==> src/rtl/mult_seq_ctrl.sv <==
// mult_seq_ctrl
// Sequencing and accumulation stage of the 8x8 sequential multiplier.
// Walks the four nibble pairs (A.lo*B.lo, A.lo*B.hi, A.hi*B.lo, A.hi*B.hi),
// drives the operand mux selects, and shifts/accumulates the 8-bit partial
// products from the external 4x4 multiplier into a 16-bit result.
//
// Ports:
//   clk      in   1  rising-edge clock
//   reset    in   1  asynchronous, active-high; clears all state
//   start    in   1  begin a multiplication (honoured in IDLE and DONE)
//   pp_in    in   8  partial product for the currently selected nibbles
//   sel_a    out  1  A mux select: 0 = A[3:0], 1 = A[7:4]
//   sel_b    out  1  B mux select: 0 = B[3:0], 1 = B[7:4]
//   busy     out  1  high in C0..C3
//   done     out  1  one-cycle completion pulse; product valid from here on
//   product  out 16  registered result, held until the next completion

module mult_seq_ctrl (
    input  logic        clk,
    input  logic        reset,
    input  logic        start,
    input  logic [7:0]  pp_in,
    output logic        sel_a,
    output logic        sel_b,
    output logic        busy,
    output logic        done,
    output logic [15:0] product
);

    typedef enum logic [2:0] {
        S_IDLE = 3'd0,
        S_C0   = 3'd1,
        S_C1   = 3'd2,
        S_C2   = 3'd3,
        S_C3   = 3'd4,
        S_DONE = 3'd5
    } state_t;

    state_t      r_state;
    state_t      w_next;
    logic [15:0] r_acc;
    logic [15:0] r_product;

    // Zero-extend the partial product to 16 bits, then weight it.
    function automatic logic [15:0] f_shift(input logic [7:0] pp, input logic [3:0] sh);
        f_shift = {8'h00, pp} << sh;
    endfunction

    // State register
    always_ff @(posedge clk or posedge reset) begin
        if (reset) begin
            r_state <= S_IDLE;
        end else begin
            r_state <= w_next;
        end
    end

    // Next-state logic; start is ignored while busy.
    always_comb begin
        w_next = r_state;
        case (r_state)
            S_IDLE:  w_next = start ? S_C0 : S_IDLE;
            S_C0:    w_next = S_C1;
            S_C1:    w_next = S_C2;
            S_C2:    w_next = S_C3;
            S_C3:    w_next = S_DONE;
            S_DONE:  w_next = start ? S_C0 : S_IDLE;
            default: w_next = S_IDLE;
        endcase
    end

    // Outputs decoded purely from state so the mux selects never glitch.
    always_comb begin
        sel_a = 1'b0;
        sel_b = 1'b0;
        busy  = 1'b0;
        done  = 1'b0;
        case (r_state)
            S_C0:   busy = 1'b1;
            S_C1: begin
                sel_b = 1'b1;
                busy  = 1'b1;
            end
            S_C2: begin
                sel_a = 1'b1;
                busy  = 1'b1;
            end
            S_C3: begin
                sel_a = 1'b1;
                sel_b = 1'b1;
                busy  = 1'b1;
            end
            S_DONE: done = 1'b1;
            default: ;
        endcase
    end

    // Accumulator and result register. The final term is folded straight
    // into product so the result lands on the same edge that enters DONE.
    always_ff @(posedge clk or posedge reset) begin
        if (reset) begin
            r_acc     <= 16'h0000;
            r_product <= 16'h0000;
        end else begin
            case (r_state)
                S_IDLE, S_DONE: if (start) r_acc <= 16'h0000;
                S_C0:    r_acc     <= r_acc + f_shift(pp_in, 4'd0);
                S_C1:    r_acc     <= r_acc + f_shift(pp_in, 4'd4);
                S_C2:    r_acc     <= r_acc + f_shift(pp_in, 4'd4);
                S_C3:    r_product <= r_acc + f_shift(pp_in, 4'd8);
                default: ;
            endcase
        end
    end

    assign product = r_product;

endmodule

==> config.mk <==
export PLATFORM = sky130hd
export DESIGN_NAME = mult_seq_ctrl
export DESIGN_NICKNAME = d
export VERILOG_FILES = /design/src/rtl/mult_seq_ctrl.sv
export SDC_FILE = /design/constraint.sdc
export NUM_CORES = 1
export LEC_CHECK = 0
export ABC_AREA = 1
export BUFFER_PORTS_ARGS = -buffer_cell sky130_fd_sc_hd__buf_2
export CAP_MARGIN = 30
export CORE_ASPECT_RATIO = 1.5
export CORE_MARGIN = 5
export CORE_UTILIZATION = 50
export DETAILED_ROUTE_END_ITERATION = 8
export PLACE_DENSITY = 0.67
export REMOVE_ABC_BUFFERS = 1
export SYNTH_ARGS = -nofsm -noshare
export SYNTH_HDL_FRONTEND = slang
export SYNTH_SLANG_ARGS = --single-unit
==> constraint.sdc <==
create_clock -name clk -period 3.45 [get_ports clk]
set_input_delay 0.8625 -clock clk [delete_from_list [all_inputs] [get_ports clk]]
set_output_delay 0.8625 -clock clk [all_outputs]
set_load 0.02 [all_outputs]
-- Yosys cells after proc, flatten, opt, wreduce, memory -nomap -nowiden
Index checks and enable logic that the tools add are counted.
W data, S select, Z words.
- multiplexer cells: 8
- shifts and indexed selects: 0
- reduce and logical (&&, ||, !) cells: 8
- $mul: 0
- bitwise gates (word level): 0
- divide/modulo/power cells: 0
- $add $sub $neg: 3
- $lt $le $gt $ge: 0
- equal/unequal tests: 6
- operators by type and width (operator ; number):
    $pmux W16 S3 ; 1
    $add A16 B12 Y16 ; 1
    $add A16 B16 Y16 ; 1
    $add A16 B8 Y16 ; 1
    $mux W16 ; 1
    $pmux W3 S5 ; 1
    $reduce_or A2 Y1 ; 4
    $eq A3 B2 Y1 const B ; 2
    $eq A3 B3 Y1 const B ; 2
    $mux W1 ; 5
    $reduce_or A4 Y1 ; 1
    $eq A3 B1 Y1 const B ; 1
    $logic_not A3 Y1 ; 1
    $reduce_bool A3 Y1 ; 1
    $ne A2 B1 Y1 const B ; 1
    $reduce_and A2 Y1 ; 1
- memory bits (read-only): 0
- memories kept: 0
- memory bits (writable): 0
- bits in registers: 35
- word-level logic and storage cells: 28
- bits in latches: 0
- input port bits: 11

-- Logic depth before layout (Yosys ltp)
- word-level depth: 4
- gate-level depth with buffers: 11
- depth with buffers taken out: 11

-- Least setup slack after synthesis
Ideal clock, no wire load.
- path kind: flip-flop to output port
- from: register r_state[1]
- to: output port busy
- cell stages (with the launch flop): 6
- slack: 1.145 ns
- arrival time: 1.442 ns
- cell sequence: dfrtp_1 > inv_2 > nor2_2 > inv_2 > o21ai_0 > or2_1
- word-level cells in the longest chain between the ends: 3
- elaborated cells between the ends (all ways): 6
- classes of those cells: 4 x eq/ne; 1 x mux; 1 x reduce/logical
- ends and longest elaborated chain (what ; RTL line ; source):
    start: declaration ; 39 ; state_t r_state;
    start signal: assignment ; 54 ; r_state <= w_next;
    $eq A3 B3 Y1, or another cell as far along ; 78 ; case (r_state)
    $reduce_or A4 Y1 (no source line) * ; - ;
    $mux W1 * ; 78 ;
    end: declaration ; 25 ; output logic busy,
Mark *: on every way between the ends. The rest lies on a longest branch, timed or not.

-- Worst setup path in the final report
- from: register r_state[0]
- to: output port busy
The elaborated chain is that of the path after synthesis.

==> impl_metrics.tcl <==
set metrics [dict create \
    status "finished clean" \
    io_pins 31 \
    clk_pin_slew_ns 0.07 \
    seqPwrFrac_pct 27.7 \
    async_flop_share_pct 100 \
    finalWeightedCongestion 0.922 \
    hp-class "flop to flop" \
    syn_area_um2 2970 \
    overflow 0 \
    synth_top_cell_area_share_pct 29.5 \
    power.leakage_nw 1.91 \
    cp.required_ns 2.59 \
    setup_violations 0 \
    critical_path_buf_inv_count 2 \
    ys_warn_count 0 \
    vias_per_cell 5.17 \
    setup-tns-final_ns 0 \
    crit_path_start_kind "flop" \
    synth_seq_cells 35 \
    antenna_found_initial 0 \
    arrival_ns 1.84 \
    netSwitchingFraction_pct 50.7 \
    ys_types 34 \
    synth_cells 430 \
    die_w_um 73.0 \
    cts_root_buffer "clkbuf_8" \
    crit_chain "nor3_4 > inv_2 > o21ai_0 > or2_1 > buf_2" \
    yosysTopAreaCell "dfrtp_1" \
    grt_pass1_wl_mm 12.8 \
    hold_violations 0 \
    wl_per_cell_um 13.9 \
    drt_iter0_markers 144 \
    regArea_um2 876 \
    drtPass1Iterations 4 \
    port_buffers 30 \
    via_count 2769 \
    dp_hpwl_mm 5.98 \
    cts.sinks 35 \
    n_antenna_cell 0 \
    clockBufferDepth 2 \
    cts_tree "done" \
    worstSkewPairLatency_ns 0.29 \
    post-route-min-period_ns 2.70 \
    drc 0 \
    core_area_um2 5790 \
    power_density_nw_per_um2 856 \
    worstMarginPinSlew_ns 0.450 \
    max-vdd-ir-drop_mv 0.303 \
    multi_input_area_um2 1800 \
    timing.final.max_slew_violations 0 \
    syn_avg_cell_area_um2 6.91 \
    die_area_um2 7620 \
    nets 500 \
    fp.dieH_um 104 \
    seq_area_frac_synth_pct 29.5 \
    drt_wl_total_mm 7.45 \
    cp-end-kind "output port" \
    fin_worst_skew_ns 0.00660 \
    rows 34 \
    worstPathMaxFanout 27 \
    post_cts_resized 0 \
    critical_path_class "flop to output port" \
    fin_area_um2 3290 \
    crit_slowest_cell "dfrtp_1" \
    antenna_left 0 \
    fillers 604 \
    critical_path.max_stage_delay_ns 0.44 \
    synth_edf_count 0 \
    ys.flop_type "dfrtp_1" \
    relSlewSlack_pct 70.0 \
    post_cts_buffers 0 \
    synthToLayoutAreaGrowth_pct 10.6 \
    clockPowerShare_pct 13.2 \
    globalRouteTotalUtil_pct 21.2 \
    start_util_pct 51.4 \
    crit_family "simple AND/OR/NAND/NOR gates" \
    rsz0062_at_grt "no" \
    postCtsHoldBufs 0 \
    cap_viol_max_count 0 \
    grt_max_degree 36 \
    p_sw_w 0.00143 \
    period_share_pct 78.3 \
    grt_pass1_vias 2735 \
    drive_gt1_share_pct 16.4 \
    yosys-top-cells-area "dfrtp_1, nand2_1, ha_1" \
    htree_levels 2 \
    p_comb_share_pct 59.1 \
    cts-buffers-inserted 5 \
    p_int_w 0.00139 \
    dpl_cell_area_um2 3180 \
    fmax_ghz 0.370 \
]
state kept, by name, indices dropped and copies added, names as in the netlist:
signal	count
r_acc	16
r_state	3
product	16
area by class of cell:
type,count,area share [%]
clock buffers,5,2.09
clock inverters,3,1.33
inverters,65,7.42
multi-input cells,324,54.8
flip-flops and latches,35,26.6
well taps,72,2.74
repair buffers,32,5.02
final timing paths:
kind | to | slack (ns) | cells after the start | start
worst max-delay path | busy | 0.75 | 5 | r_state[0]$_DFF_PP0_
worst min-delay path | product[4]$_DFFE_PP0P_ | 0.47 | 2 | product[4]$_DFFE_PP0P_
worst max register to register | r_acc[8]$_DFFE_PP0P_ | 1.52 | 8 | r_acc[4]$_DFFE_PP0P_
worst min register to register | product[4]$_DFFE_PP0P_ | 0.47 | 2 | product[4]$_DFFE_PP0P_
max in group asynchronous | r_state[2]$_DFF_PP0_ | 2.47 | 3 | reset
min in group asynchronous | product[15]$_DFFE_PP0P_ | 0.66 | 3 | reset
metal layers:
| layer | vias up | track usage [%] | wire length, µm | part of all wire, % |
|---|---|---|---|---|
| li1 | 1453 | - | - | - |
| met1 | 1256 | 25.8 | 3180 | 43 |
| met2 | 46 | 36.0 | 3790 | 51 |
| met3 | 14 | 3.09 | 272 | 3.6 |
| met4 | 0 | 9.37 | 212 | 2.8 |
| met5 | - | 0 | 0 | 0 |
logic make-up after synthesis:
logic type / after synthesis / synth area share [%]
DFF: 35 / 29.5
buffers and inverters: 71 / 9.93
adders and majority gates: 26 / 11.7
and+or+nand+nor: 246 / 38.2
xor gates and xnor gates: 7 / 2.06
AOI/OAI and AO/OA: 45 / 8.63
worst min-delay path: stages, from the launching register on:
cell and delay [ns]:
dfrtp_1 0.34, nand2_1 0.05, nand2_1 0.05
cells in the final DEF (no fill, tap or decap), types with 9 or more instances in the layout:
cell	Yosys	routed
nand2_1	138	138
inv_1	58	58
nand3_1	48	48
dfrtp_1	35	35
buf_2	2	30
ha_1	23	23
nor2_1	20	20
o21ai_0	12	12
a21oi_1	11	11
nand2_2	11	11
o21ai_1	10	10
nand3_2	9	9
power groups by stage:
stage | Sequential (W) | Clock (W) | Combinational [W]
5_1_grt | 0.000808 | 0.000399 | 0.00188
3_3_place_gp | 0.000782 | 0 | 0.00164
3_5_place_dp | 0.000787 | 0 | 0.00166
2_1_floorplan | 0.000850 | 0 | 0.00113
4_1_cts | 0.000779 | 0.000381 | 0.00167
6_report | 0.000781 | 0.000372 | 0.00166
Yosys cell counts (all sizes together), types with 4 or more instances:
master and number:
nand2 150, inv 65, nand3 57, dfrtp 35, ha 23, nor2 22, o21ai 22, a21oi 11
nand4 7, buf 6, or2 5, a21o 4, xnor2 4
stage by stage:
| stage | setup slack (ns) | std cells | power (W) | hold slack [ns] | utilization (%) |
|---|---|---|---|---|---|
| 2_1_floorplan | 0.906 | 424 | 0.00198 | 0.513 | - |
| 3_3_place_gp | 0.980 | 528 | 0.00242 | 0.449 | 54.9 |
| 3_5_place_dp | 0.951 | 528 | 0.00245 | 0.455 | 54.9 |
| 4_1_cts | 0.718 | 536 | 0.00283 | 0.474 | 56.9 |
| 5_1_grt | 0.557 | 536 | 0.00309 | 0.505 | 56.9 |
| 6_report | 0.748 | 536 | 0.00282 | 0.467 | 56.9 |
(Power assumes the default switching activity.)
